File: src/rtl/seq_divider.sv
// Sequential unsigned non-restoring divider: one add/subtract per clock on a
// (WIDTH+1)-bit signed accumulator, with a start/busy/done handshake.
module seq_divider #(
  parameter int WIDTH = 8
) (
  input  logic             clk,
  input  logic             rst,
  input  logic             start,
  input  logic [WIDTH-1:0] x,
  input  logic [WIDTH-1:0] y,
  output logic [WIDTH-1:0] q,
  output logic [WIDTH-1:0] r,
  output logic             busy,
  output logic             done,
  output logic             dbz
);

  localparam int CW = (WIDTH > 1) ? $clog2(WIDTH) : 1;

  typedef enum logic [1:0] {S_IDLE, S_RUN, S_CORR, S_DONE} state_t;

  state_t           r_state, w_state_nxt;
  logic [WIDTH:0]   r_a, r_m;
  logic [WIDTH-1:0] r_q, r_quo, r_rem;
  logic [CW-1:0]    r_cnt;
  logic             r_dbz;

  logic [WIDTH:0]   w_a_sh, w_a_new, w_a_corr;
  logic [WIDTH-1:0] w_q_new;
  logic             w_last;

  // Shift {A,Q} left, then subtract M when A was non-negative, else add it back.
  assign w_a_sh   = {r_a[WIDTH-1:0], r_q[WIDTH-1]};
  assign w_a_new  = r_a[WIDTH] ? (w_a_sh + r_m) : (w_a_sh + ~r_m + (WIDTH+1)'(1));
  assign w_q_new  = {r_q[WIDTH-2:0], ~w_a_new[WIDTH]};
  assign w_a_corr = r_a[WIDTH] ? (r_a + r_m) : r_a;
  assign w_last   = (r_cnt == CW'(WIDTH-1));

  always_ff @(posedge clk) begin
    if (rst) r_state <= S_IDLE;
    else     r_state <= w_state_nxt;
  end

  always_comb begin
    w_state_nxt = r_state;
    case (r_state)
      S_IDLE: if (start) w_state_nxt = (y == '0) ? S_DONE : S_RUN;
      S_RUN:  if (w_last) w_state_nxt = S_CORR;
      S_CORR: w_state_nxt = S_DONE;
      S_DONE: w_state_nxt = S_IDLE;
      default: w_state_nxt = S_IDLE;
    endcase
  end

  always_ff @(posedge clk) begin
    if (rst) begin
      r_a   <= '0;
      r_m   <= '0;
      r_q   <= '0;
      r_cnt <= '0;
      r_quo <= '0;
      r_rem <= '0;
      r_dbz <= 1'b0;
    end else begin
      case (r_state)
        S_IDLE: begin
          if (start) begin
            if (y == '0) begin
              r_quo <= '1;
              r_rem <= x;
              r_dbz <= 1'b1;
            end else begin
              r_a   <= '0;
              r_q   <= x;
              r_m   <= {1'b0, y};
              r_cnt <= '0;
              r_dbz <= 1'b0;
            end
          end
        end
        S_RUN: begin
          r_a   <= w_a_new;
          r_q   <= w_q_new;
          r_cnt <= r_cnt + CW'(1);
        end
        S_CORR: begin
          r_a   <= w_a_corr;
          r_quo <= r_q;
          r_rem <= w_a_corr[WIDTH-1:0];
        end
        default: ;
      endcase
    end
  end

  assign q    = r_quo;
  assign r    = r_rem;
  assign dbz  = r_dbz;
  assign busy = (r_state != S_IDLE);
  assign done = (r_state == S_DONE);

endmodule

File: config.mk
export PLATFORM = sky130hd
export DESIGN_NAME = seq_divider
export DESIGN_NICKNAME = d
export VERILOG_FILES = /design/src/rtl/seq_divider.sv
export SDC_FILE = /design/constraint.sdc
export NUM_CORES = 1
export LEC_CHECK = 0
export BUFFER_PORTS_ARGS = -buffer_cell sky130_fd_sc_hd__buf_4
export CAP_MARGIN = 10
export CORE_AREA = 2 2 104 106
export DETAILED_ROUTE_END_ITERATION = 8
export DIE_AREA = 0 0 106 108
export RECOVER_POWER = 50
export SYNTH_ARGS = -nofsm -noshare
export SYNTH_HDL_FRONTEND = slang
export SYNTH_SLANG_ARGS = --single-unit
File: constraint.sdc
create_clock -name clk -period 4.35 [get_ports clk]
set_input_delay 0.2175 -clock clk [delete_from_list [all_inputs] [get_ports clk]]
set_output_delay 0.2175 -clock clk [all_outputs]
set_load 0.02 [all_outputs]
==> reports/qor.yml, run 1 <==
worst_setup_path:
  r2r_start: "r_state[1]$_SDFFE_PP0P_"
  worst_path_largest_cell_delay_ns: 0.85
  worst-path-buf-inv: 3
  r2r_cells: 7
  r2r-end: "r_q[7]$_SDFFE_PP0P_"
  reg2reg_setup_slack_ns: 1.37
  end_kind: "flip-flop"
  start_kind: "flip-flop"
  crit_required_ns: 4.58
  cp_max_fo: 20
  crit_slowest_cell: "clkbuf_1"
  cp_cell_sequence: "inv_1, ha_1, clkbuf_1, inv_1, o22ai_4, nor2_1, a211oi_1"
  worstSetupPathType: "flip-flop to flip-flop"
  crit_top_cell: "inv_1"
  arrival_ns: 3.21
  crit_family: "buffers and inverters"
yosys:
  synth-async-reset-ratio_pct: 0
  yosysWarnings: 0
  synth_top_area_share_pct: 28.2
  yosys.area.top_type: "dfxtp_1"
  synth_top_family_by_area: "compound AO/OA/AOI/OAI gates"
  syn_area_um2: 3340
  synth_seq_cells: 47
  syn_nets: 455
  synth.distinct_cells: 63
  avgSynthCellArea_um2: 8.31
  synth-simple-area-share_pct: 19.1
  synthCells: 402
  synth_compound_area_share_pct: 25.8
  synth.mux.area_fraction_pct: 5.73
  synth_edf_count: 0
  yosys_most_used_dff: "dfxtp_1"
  synth_adder_area_share_pct: 13.4
  synth.area.top_cells: "dfxtp_1 (28%), ha_1 (12%), mux2i_1 (5.4%)"
  synth_xor_area_share_pct: 2.36
  ys_seq_area_share_pct: 28.2
clocking:
  cts_resized: 0
  holdBufCountCts: 0
  clock_latency_ns: 0.31
  cts.sink_count: 47
  cts-root-buf: "clkbuf_8"
  path_clk_slew_ns: 0.10
  numCtsBuffers: 5
  cts_buffer_depth: 2
  post_cts_buffers: 0
  htree_levels: 2
  cts_tree: "built"
placement:
  dp.cells: 556
  gp_congestion: 0.824
  portBuffers: 37
  dp_hpwl_mm: 6.59
  preCtsSetupSlack_ns: 1.71
floorplan:
  core_um2: 10200
  dieArea_um2: 11400
  core.rowCount: 37
  num_io_pins: 38
  dieHeight_um: 108
  start_util_pct: 32.7
  die_w_um: 106
worst_hold_path:
  hold_path.class: "input port to flip-flop"
  hold_path_depth: 3
  min_to: "r_m[0]$_SDFFE_PP0P_"
  min_from: "y[0]"
timing:
  hold_violations: 0
  worstMarginPinSlew_ns: 1.15
  fin_setup_tns_ns: 0
  fin_ws_ns: 1.37
  min_period_ns: 2.98
  max_freq_mhz: 336
  rsz0062_at_grt: "no"
  fin_skew_ns: 0.0126
  setup_violations: 0
  fin_crit_sh_pct: 68.5
  relSlewSlack_pct: 23.1
  final_max_slew_viol_count: 0
finish:
  utilization_pct: 36.4
  instances_no_fill: 564
  regArea_um2: 941
  fill_cells: 1068
  antenna_cells: 0
  nets: 480
  drive_gt1_share_pct: 9.81
  multi_input_area_um2: 2190
  area_growth_pct: 11.3
job:
  maxCapViolCount: 0
power:
  p_per_area_nw_per_um2: 545
  peakVddDrop_mv: 0.292
  power.leakage_uw: 0.00147
routing:
  postRouteAntennaNets: 0
  wire_per_inst_um: 15.9
  drc: 0
  drt_pass1_iterations: 6
  routed_wl_mm: 8.96
  vias: 2977
  drt-initial-drc-count: 159
  vias_per_cell: 5.28
grt:
  antenna_found_initial: 0
  grt_max_degree: 45
  grt_pass1_wl_mm: 14.4
  grt_pass1_vias: 2845
  grt_usage_pct: 15.6
  overflow: 0
status:
  status: "completed"
[Yosys cell counts, types with 2 or more instances]
| cell type | instances |
|---|---|
| nand3_1 | 12 |
| nand2_1 | 33 |
| nor4_1 | 6 |
| mux2i_1 | 18 |
| a211oi_2 | 2 |
| o22ai_1 | 4 |
| a21oi_1 | 29 |
| nor2b_1 | 11 |
| dfxtp_1 | 47 |
| nor3_1 | 10 |
| a21o_1 | 3 |
| o41ai_2 | 2 |
| o32ai_1 | 2 |
| o31ai_1 | 2 |
| o21ai_0 | 23 |
| nand2b_1 | 7 |
| or3_1 | 5 |
| o21a_1 | 5 |
| nand4_1 | 2 |
| and3_1 | 2 |
| o211ai_1 | 4 |
| ha_1 | 31 |
| a2111oi_0 | 2 |
| a22oi_1 | 2 |
| and2_1 | 2 |
| inv_1 | 21 |
| o2111ai_1 | 2 |
| xnor2_1 | 8 |
| a2bb2oi_1 | 2 |
| buf_2 | 13 |
| clkbuf_1 | 7 |
| fa_1 | 3 |
| a211oi_1 | 14 |
| a311oi_1 | 2 |
| a211o_1 | 2 |
| nor2_1 | 35 |
[state kept, by name, summed over array words and instances, names as in the netlist]
register  count
r_q           8
dbz           1
r_cnt         3
r             8
r_a           9
q             8
r_state       2
r_m           8
[stage by stage]
step                instance area, µm²  hold WS [ns]  power (µW)
global route                      3720         0.168        2170
floorplan                         3340         0.365        1430
global placement                  3710         0.443        1710
detailed placement                3710         0.447        1730
CTS                               3820         0.153        2070
finish                            3720         0.145        2030
[how the worst max path moves through the flow]
stage	from	depth (start not counted)	slack, ns	end
4_1_cts	r_state[0]$_SDFFE_PP0P_	6	1.69	q[0]$_SDFFE_PP0P_
3_3_place_gp	r_state[0]$_SDFFE_PP0P_	6	1.77	q[2]$_SDFFE_PP0P_
3_5_place_dp	r_state[0]$_SDFFE_PP0P_	6	1.71	q[0]$_SDFFE_PP0P_
2_1_floorplan	r_a[0]$_SDFFE_PP0P_	8	2.14	r[6]$_SDFFE_PP0P_
6_report	r_state[1]$_SDFFE_PP0P_	7	1.37	r_q[7]$_SDFFE_PP0P_
5_1_grt	r_state[1]$_SDFFE_PP0P_	7	1.16	r_q[2]$_SDFFE_PP0P_
[routing by layer]
metal,part of all wire [%],vias up,track usage [%],routed length [µm]
li1,-,1495,-,-
met1,49,1400,21.9,4410
met2,45,73,25.6,4050
met3,4.6,9,2.23,409
met4,1.1,0,3.57,96
met5,0,-,0,0
[placed cells by master (no fill, tap or decap), types with 3 or more instances in the layout]
| cell | netlist | layout |
|---|---|---|
| xnor2_1 | 8 | 8 |
| nand2b_1 | 7 | 7 |
| or3_1 | 5 | 5 |
| o21a_1 | 5 | 5 |
| mux2i_1 | 18 | 18 |
| buf_4 | 1 | 20 |
| nand2_1 | 33 | 34 |
| nor2_1 | 35 | 36 |
| nor2b_1 | 11 | 11 |
| inv_1 | 21 | 21 |
| clkbuf_1 | 7 | 20 |
| a21o_1 | 3 | 3 |
| a21oi_1 | 29 | 30 |
| dfxtp_1 | 47 | 47 |
| o211ai_1 | 4 | 4 |
| o22ai_1 | 4 | 4 |
| nand3_1 | 12 | 12 |
| nor3_1 | 10 | 10 |
| a211oi_1 | 14 | 14 |
| fa_1 | 3 | 3 |
| clkbuf_8 | 0 | 5 |
| ha_1 | 31 | 31 |
| o21ai_0 | 23 | 23 |
| nor4_1 | 6 | 6 |
[cell families after synthesis]
logic type,after synthesis
AND/OR/NAND/NOR,131
multiplexers,19
flip-flops,47
buffers and inverters,43
AO/OA/AOI/OAI,119
XOR/XNOR,9
adder cells (fa/ha/maj),34
[tightest hold or removal path: stages]
cell     delay [ns]
buf_4          0.08
mux2i_1        0.05
nor2_1         0.07
[layout make-up]
cell class                 count  area share (%)
multi-input combinational    312            58.8
sequential                    47            25.3
timing repair buffer          40            6.05
tap                          136            4.57
inverter                      21            2.12
clock buffer                   5            1.85
clock inverter                 3            1.28
[power breakdown]
part           internal (µW)  total [µW]  switching [µW]
clock network            175         346             172
logic                    386        1060             678
registers                530         617            87.4
No activity file was read; power rests on OpenSTA's default activity.
==> run 2: changes to the inputs <==
==> constraint.sdc (replaced) <==
create_clock -name clk -period 3 [get_ports clk]
set_input_delay 0.15 -clock clk [delete_from_list [all_inputs] [get_ports clk]]
set_output_delay 0.15 -clock clk [all_outputs]
set_load 0.02 [all_outputs]
==> run 2 against run 1 <==
Against the previous run: sequential power up 45%; combinational power grew 49%; sequential cell count unchanged; first-iteration DRC count fell by 9.4%; largest power group unchanged; sequential share of layout area shrank 0.23 points; total power up 43%; maximum frequency up 22%; hold slack got worse by 0.056 ns; critical endpoint is now r[6]$_SDFFE_PP0P_.
==> reports/qor.yml, run 2 (same netlist as run 1, synthesis figures left out) <==
clocking:
  cts_tree: "built"  # unchanged
  path_clk_slew_ns: 0.10  # about the same
  cts_buffer_depth: 2  # unchanged
  post_cts_buffers: 0  # unchanged
  numCtsBuffers: 5  # unchanged
  holdBufCountCts: 0  # unchanged
  htree_levels: 2  # unchanged
  clock_latency_ns: 0.30  # was 0.31 ns
  cts_resized: 0  # unchanged
  cts-root-buf: "clkbuf_8"  # unchanged
  cts.sink_count: 47  # unchanged
routing:
  drt-initial-drc-count: 144  # was 159
  vias: 3037  # was 2977
  wl_met1_mm: 4.19  # was 4.41 mm
  wl_met3_um: 453  # was 409 µm
  drc: 0  # unchanged
  routed_wl_mm: 8.99  # was 8.96 mm
  top_layer: "met4"  # unchanged
  postRouteAntennaNets: 0  # unchanged
  wl_met2_mm: 4.23  # was 4.05 mm
  drt_pass1_iterations: 4  # was 6
  vias_per_cell: 5.35  # was 5.28
  wire_per_inst_um: 15.8  # was 15.9 µm
floorplan:
  core_um2: 10200  # unchanged
  dieArea_um2: 11400  # unchanged
  die_w_um: 106  # unchanged
  core.rowCount: 37  # unchanged
  num_io_pins: 38  # unchanged
  dieHeight_um: 108  # unchanged
  start_util_pct: 32.7  # unchanged
finish:
  drive_gt1_share_pct: 10.9  # was 9.81%
  instances_no_fill: 568  # was 564
  antenna_cells: 0  # unchanged
  top_register: "r_a"  # unchanged
  largest_reg_flops: 9  # unchanged
  final_common_cell: "dfxtp_1"  # unchanged
  area_growth_pct: 12.4  # was 11.3%
  final_cell_mix: "dfxtp_1 (47), nor2_1 (35), nand2_1 (34)"  # was dfxtp_1 (47), nor2_1 (36), nand2_1 (34)
  nets: 484  # was 480
grt:
  antenna_found_initial: 0  # unchanged
  overflow: 0  # unchanged
  grt_usage_pct: 15.9  # was 15.6%
  grt_max_degree: 45  # unchanged
  grt_pass1_vias: 2864  # was 2845
  grt_pass1_wl_mm: 14.6  # was 14.4 mm
timing:
  rsz0062_at_grt: "no"  # unchanged
  final_max_slew_viol_count: 0  # unchanged
  fin_crit_sh_pct: 81.2  # was 68.5%
  fin_skew_ns: 0.00999  # was 0.0126 ns
  setup_violations: 0  # unchanged
  fin_setup_tns_ns: 0  # unchanged
  relSlewSlack_pct: 47.4  # was 23.1%
  hold_violations: 0  # unchanged
  worstMarginPinSlew_ns: 0.789  # was 1.15 ns
  min_period_ns: 2.44  # was 2.98 ns
  max_freq_mhz: 411  # was 336 MHz
status:
  status: "completed"  # unchanged
placement:
  dp_hpwl_mm: 6.92  # was 6.59 mm
  dp.cells: 560  # was 556
  gp_congestion: 0.845  # was 0.824
  portBuffers: 37  # unchanged
power:
  p_per_area_nw_per_um2: 772  # was 545 nW/µm²
  combPwrFrac_pct: 54.4  # was 52.5%
  power.internal_uw: 1540  # was 1090 µW
  sw_frac_of_total_pct: 46.8  # was 46.2%
  power.leakage_uw: 0.00148  # was 0.00147 µW
  p_switching_uw: 1360  # was 937 µW
  peakVddDrop_mv: 0.276  # was 0.292 mV
  power_frac_clock_pct: 14.7  # was 17.1%
  power.share.sequential_pct: 30.9  # was 30.4%
worst_setup_path:
  cp_max_fo: 5  # was 20
  r2r_start: "r_a[0]$_SDFFE_PP0P_"  # was r_state[1]$_SDFFE_PP0P_
  cp_cell_sequence: "ha_1, fa_1, a21o_1, a221oi_2, xnor2_1, mux2i_1, a2111oi_1, a31o_1"  # was inv_1, ha_1, clkbuf_1, inv_1, o22ai_4, nor2_1, a211oi_1
  crit_slowest_cell: "a2111oi_1"  # was clkbuf_1
  worst_path_largest_cell_delay_ns: 0.44  # was 0.85 ns
  reg2reg_setup_slack_ns: 0.56  # was 1.37 ns
  worst-path-buf-inv: 0  # was 3
  worstSetupStartpoint: "r_a[0]$_SDFFE_PP0P_"  # was r_state[1]$_SDFFE_PP0P_
  worstSetupPathType: "flip-flop to flip-flop"  # unchanged
  r2r-end: "r[6]$_SDFFE_PP0P_"  # was r_q[7]$_SDFFE_PP0P_
  crit_required_ns: 3.25  # was 4.58 ns
  start_kind: "flip-flop"  # unchanged
  end_kind: "flip-flop"  # unchanged
  crit_family: "compound AO/OA/AOI/OAI gates"  # was buffers and inverters
  arrival_ns: 2.69  # was 3.21 ns
  r2r_cells: 8  # was 7
worst_hold_path:
  min_to: "r_m[4]$_SDFFE_PP0P_"  # was r_m[0]$_SDFFE_PP0P_
  hold_path.class: "input port to flip-flop"  # unchanged
  hold_path_depth: 3  # unchanged
  min_from: "y[4]"  # was y[0]
job:
  maxCapViolCount: 0  # unchanged
-- run 2: changes by cell type in the layout (fill, tap and decap cells not counted), sizes merged --
cell	previous run	this run
bufinv	1	0
inv	22	21
buf	20	24
clkinvlp	0	1
clkbuf	25	26
-- run 2: worst max-delay path by stage --
stage	depth (start not counted)	to	slack, ns
2_1_floorplan	8	r[6]$_SDFFE_PP0P_	0.79
3_3_place_gp	8	r[6]$_SDFFE_PP0P_	0.66
3_5_place_dp	8	r[6]$_SDFFE_PP0P_	0.58
4_1_cts	8	r[6]$_SDFFE_PP0P_	0.57
5_1_grt	8	r[6]$_SDFFE_PP0P_	0.44
6_report	8	r[6]$_SDFFE_PP0P_	0.56
-- run 2: area by class of cell --
type / count / area (µm²)
inverters: 21 / 78.8
well taps: 136 / 170
flip-flops and latches: 47 / 941
clock inverters: 2 / 16.3
multi-input cells: 312 / 2210
clock buffers: 6 / 82.6
repair buffers: 44 / 255
fillers: 1080 / 6480
-- run 2: tightest hold or removal path, stage by stage --
cell and delay (ns):
buf_4 0.08, mux2i_1 0.06, nor2_1 0.07
-- run 2: metrics by stage --
step	worst slack, ns	hold WS [ns]	util [%]	cell area, µm²	total power [µW]
after floorplan	0.785	0.297	-	3340	2070
after global placement	0.660	0.398	36.5	3740	2500
after detailed placement	0.577	0.412	36.5	3740	2530
after CTS	0.568	0.0934	37.5	3840	2960
after global routing	0.438	0.0985	36.7	3750	3120
final	0.565	0.0889	36.7	3750	2900
-- run 2: power by group through the flow --
| stage | combinational [µW] | sequential (µW) | clock (µW) |
|---|---|---|---|
| after CTS | 1630 | 898 | 431 |
| after global placement | 1600 | 903 | 0 |
| after detailed placement | 1620 | 913 | 0 |
| after floorplan | 1150 | 921 | 0 |
| final | 1580 | 895 | 425 |
| after global routing | 1750 | 918 | 457 |
-- run 2: layer usage --
layer,vias up,track usage [%]
met5,-,0
met4,0,3.67
met3,11,2.95
met2,70,26.3
met1,1439,21.7
li1,1517,-
==> run 3: changes to the inputs <==
==> constraint.sdc (replaced) <==
create_clock -name clk -period 2.1 [get_ports clk]
set_input_delay 0.105 -clock clk [delete_from_list [all_inputs] [get_ports clk]]
set_output_delay 0.105 -clock clk [all_outputs]
set_load 0.02 [all_outputs]
==> run 3 against run 2 <==
Against the previous run: the flow now finishes with violations (negative setup slack); utilization grew 5.1 points; sequential share of layout area shrank 2.7 points; count of clock-buffer cells in the layout shrank 1; non-clock buffer count grew 41; setup slack lost 0.66 ns; global-route usage grew 0.97 points; clock power grew 64%; combinational power grew 69%; register-to-register slack lost 0.66 ns; die area is the same; design area grew 14%; hold slack lost 0.046 ns; critical endpoint unchanged; largest power group unchanged; highest routed layer unchanged.
==> reports/qor.yml, run 3 (same netlist as run 1, synthesis figures left out) <==
status:
  status: "finished, violations left"  # was completed
  violations: "negative setup slack"
clocking:
  clock_latency_ns: 0.31  # was 0.30 ns
  numCtsBuffers: 5  # unchanged
  cts.sink_count: 47  # unchanged
  cts_tree: "built"  # unchanged
  htree_levels: 2  # unchanged
  cts-root-buf: "clkbuf_8"  # unchanged
  holdBufCountCts: 0  # unchanged
  cts_buffer_depth: 2  # unchanged
  path_clk_slew_ns: 0.10  # about the same
finish:
  nets: 525  # was 484
  instances_no_fill: 609  # was 568
  antenna_cells: 0  # unchanged
  fill_cells: 1051  # was 1080
  area_growth_pct: 28.1  # was 12.4%
  drive_gt1_share_pct: 25.6  # was 10.9%
  utilization_pct: 41.8  # was 36.7%
  largest_reg_flops: 9  # unchanged
  final_cell_mix: "buf_4 (63), dfxtp_1 (39), nand2_1 (34), nor2_1 (34), a21oi_1 (28)"  # was dfxtp_1 (47), nor2_1 (35), nand2_1 (34)
  final_common_cell: "buf_4"  # was dfxtp_1
  top_register: "r_a"  # unchanged
timing:
  min_period_ns: 2.20  # was 2.44 ns
  max_freq_mhz: 455  # was 411 MHz
  setup_violations: 3  # was 0
  fin_skew_ns: 0.0127  # was 0.00999 ns
  fin_ws_ns: -0.0976  # was 0.565 ns
  hold_violations: 0  # unchanged
  relSlewSlack_pct: 64.9  # was 47.4%
  rsz0062_at_grt: "yes"  # was no
  worstMarginPinSlew_ns: 0.526  # was 0.789 ns
  final_max_slew_viol_count: 0  # unchanged
  fin_crit_sh_pct: 105  # was 81.2%
  fin_setup_tns_ns: -0.266  # was 0 ns
worst_setup_path:
  worst_path_largest_cell_delay_ns: 0.37  # was 0.44 ns
  worst-path-buf-inv: 0  # unchanged
  arrival_ns: 2.44  # was 2.69 ns
  crit_slowest_cell: "dfxtp_4"  # was a2111oi_1
  end_kind: "flip-flop"  # unchanged
  cp_cell_sequence: "ha_4, fa_2, a21o_1, a221oi_2, xnor2_1, mux2i_1, a2111oi_2, a31o_1"  # was ha_1, fa_1, a21o_1, a221oi_2, xnor2_1, mux2i_1, a2111oi_1, a31o_1
  crit_family: "compound AO/OA/AOI/OAI gates"  # unchanged
  cp_max_fo: 4  # was 5
  crit_required_ns: 2.35  # was 3.25 ns
  worstSetupPathType: "flip-flop to flip-flop"  # unchanged
  start_kind: "flip-flop"  # unchanged
grt:
  antenna_found_initial: 0  # unchanged
  grt_pass1_wl_mm: 15.6  # was 14.6 mm
  grt_max_degree: 31  # was 45
  overflow: 0  # unchanged
  grt_pass1_vias: 3118  # was 2864
  grt_usage_pct: 16.9  # was 15.9%
routing:
  drc: 0  # unchanged
  drt-initial-drc-count: 166  # was 144
  vias: 3228  # was 3037
  vias_per_cell: 5.30  # was 5.35
  drt_pass1_iterations: 4  # unchanged
  wire_per_inst_um: 16.1  # was 15.8 µm
  routed_wl_mm: 9.78  # was 8.99 mm
  postRouteAntennaNets: 0  # unchanged
floorplan:
  core.rowCount: 37  # unchanged
  num_io_pins: 38  # unchanged
  start_util_pct: 32.7  # unchanged
  die_w_um: 106  # unchanged
  dieArea_um2: 11400  # unchanged
  dieHeight_um: 108  # unchanged
  core_um2: 10200  # unchanged
power:
  sw_frac_of_total_pct: 44.9  # was 46.8%
  power.internal_uw: 2560  # was 1540 µW
  p_switching_uw: 2080  # was 1360 µW
  peakVddDrop_mv: 0.513  # was 0.276 mV
  p_per_area_nw_per_um2: 1080  # was 772 nW/µm²
  power.leakage_uw: 0.00173  # was 0.00148 µW
  power_uw: 4640  # was 2900 µW
  combPwrFrac_pct: 57.5  # was 54.4%
  power_frac_clock_pct: 15.0  # was 14.7%
  power.share.sequential_pct: 27.5  # was 30.9%
placement:
  gp_congestion: 0.848  # was 0.845
  dp.cells: 595  # was 560
  portBuffers: 37  # unchanged
  dp_hpwl_mm: 7.41  # was 6.92 mm
job:
  maxCapViolCount: 0  # unchanged
worst_hold_path:
  hold_path.class: "input port to flip-flop"  # unchanged
[run 3: cell count changes in the layout (fill, tap and decap cells not counted), sizes merged]
cell,before,now
inv,21,22
buf,24,64
clkinv,1,0
bufinv,0,1
[run 3: through the flow]
stage	instance area, µm²	setup WS (ns)	hold WS [ns]
2_1_floorplan	3360	0.00845	0.252
3_3_place_gp	4030	-0.161	0.352
3_5_place_dp	4030	-0.252	0.356
4_1_cts	4240	-0.148	0.0384
5_1_grt	4280	-0.227	0.0426
6_report	4280	-0.0976	0.0428
[run 3: layout make-up]
class	count	area [µm²]	share of cell area, %
clock buffers	5	68.8	1.61
clock inverters	3	46.3	1.08
inverters	21	78.8	1.84
multi-input cells	312	2380	55.7
flip-flops and latches	47	958	22.4
well taps	136	170	3.98
repair buffers	85	573	13.4
[run 3: power groups by stage]
stage | combinational, µW | clock (µW) | sequential [µW]
floorplan | 1650 | 0 | 1320
global placement | 2560 | 0 | 1290
detailed placement | 2580 | 0 | 1290
CTS | 2650 | 706 | 1270
global route | 2900 | 751 | 1300
finish | 2670 | 696 | 1280
[run 3: final timing paths]
path / startpoint / to / slack [ns] / cells past startpoint
worst max-delay path: r_m[0]$_SDFFE_PP0P_ / r[6]$_SDFFE_PP0P_ / -0.1 / 8
worst min register to register: q[2]$_SDFFE_PP0P_ / q[2]$_SDFFE_PP0P_ / 0.45 / 2
worst max register to register: r_m[0]$_SDFFE_PP0P_ / r[6]$_SDFFE_PP0P_ / -0.1 / 8
worst min-delay path: y[5] / r_m[5]$_SDFFE_PP0P_ / 0.04 / 3
[run 3: tightest hold or removal path, cell delays in order]
cell and delay (ns):
buf_4 0.08, mux2i_1 0.06, nor2_1 0.07
[run 3: repair_timing]
item / CTS / global route
setup endpoints to repair: 9 / 14
pin swaps: 4 / 19
buffers inserted: 4 / 3
gates resized for setup: 19 / 21
endpoints found under the hold margin: 0 / 0
[run 3: per-layer routing]
layer | track usage, % | wire (µm)
met5 | 0 | 0
met4 | 2.91 | 65
met3 | 1.93 | 401
met2 | 29.1 | 4620
met1 | 23.2 | 4690
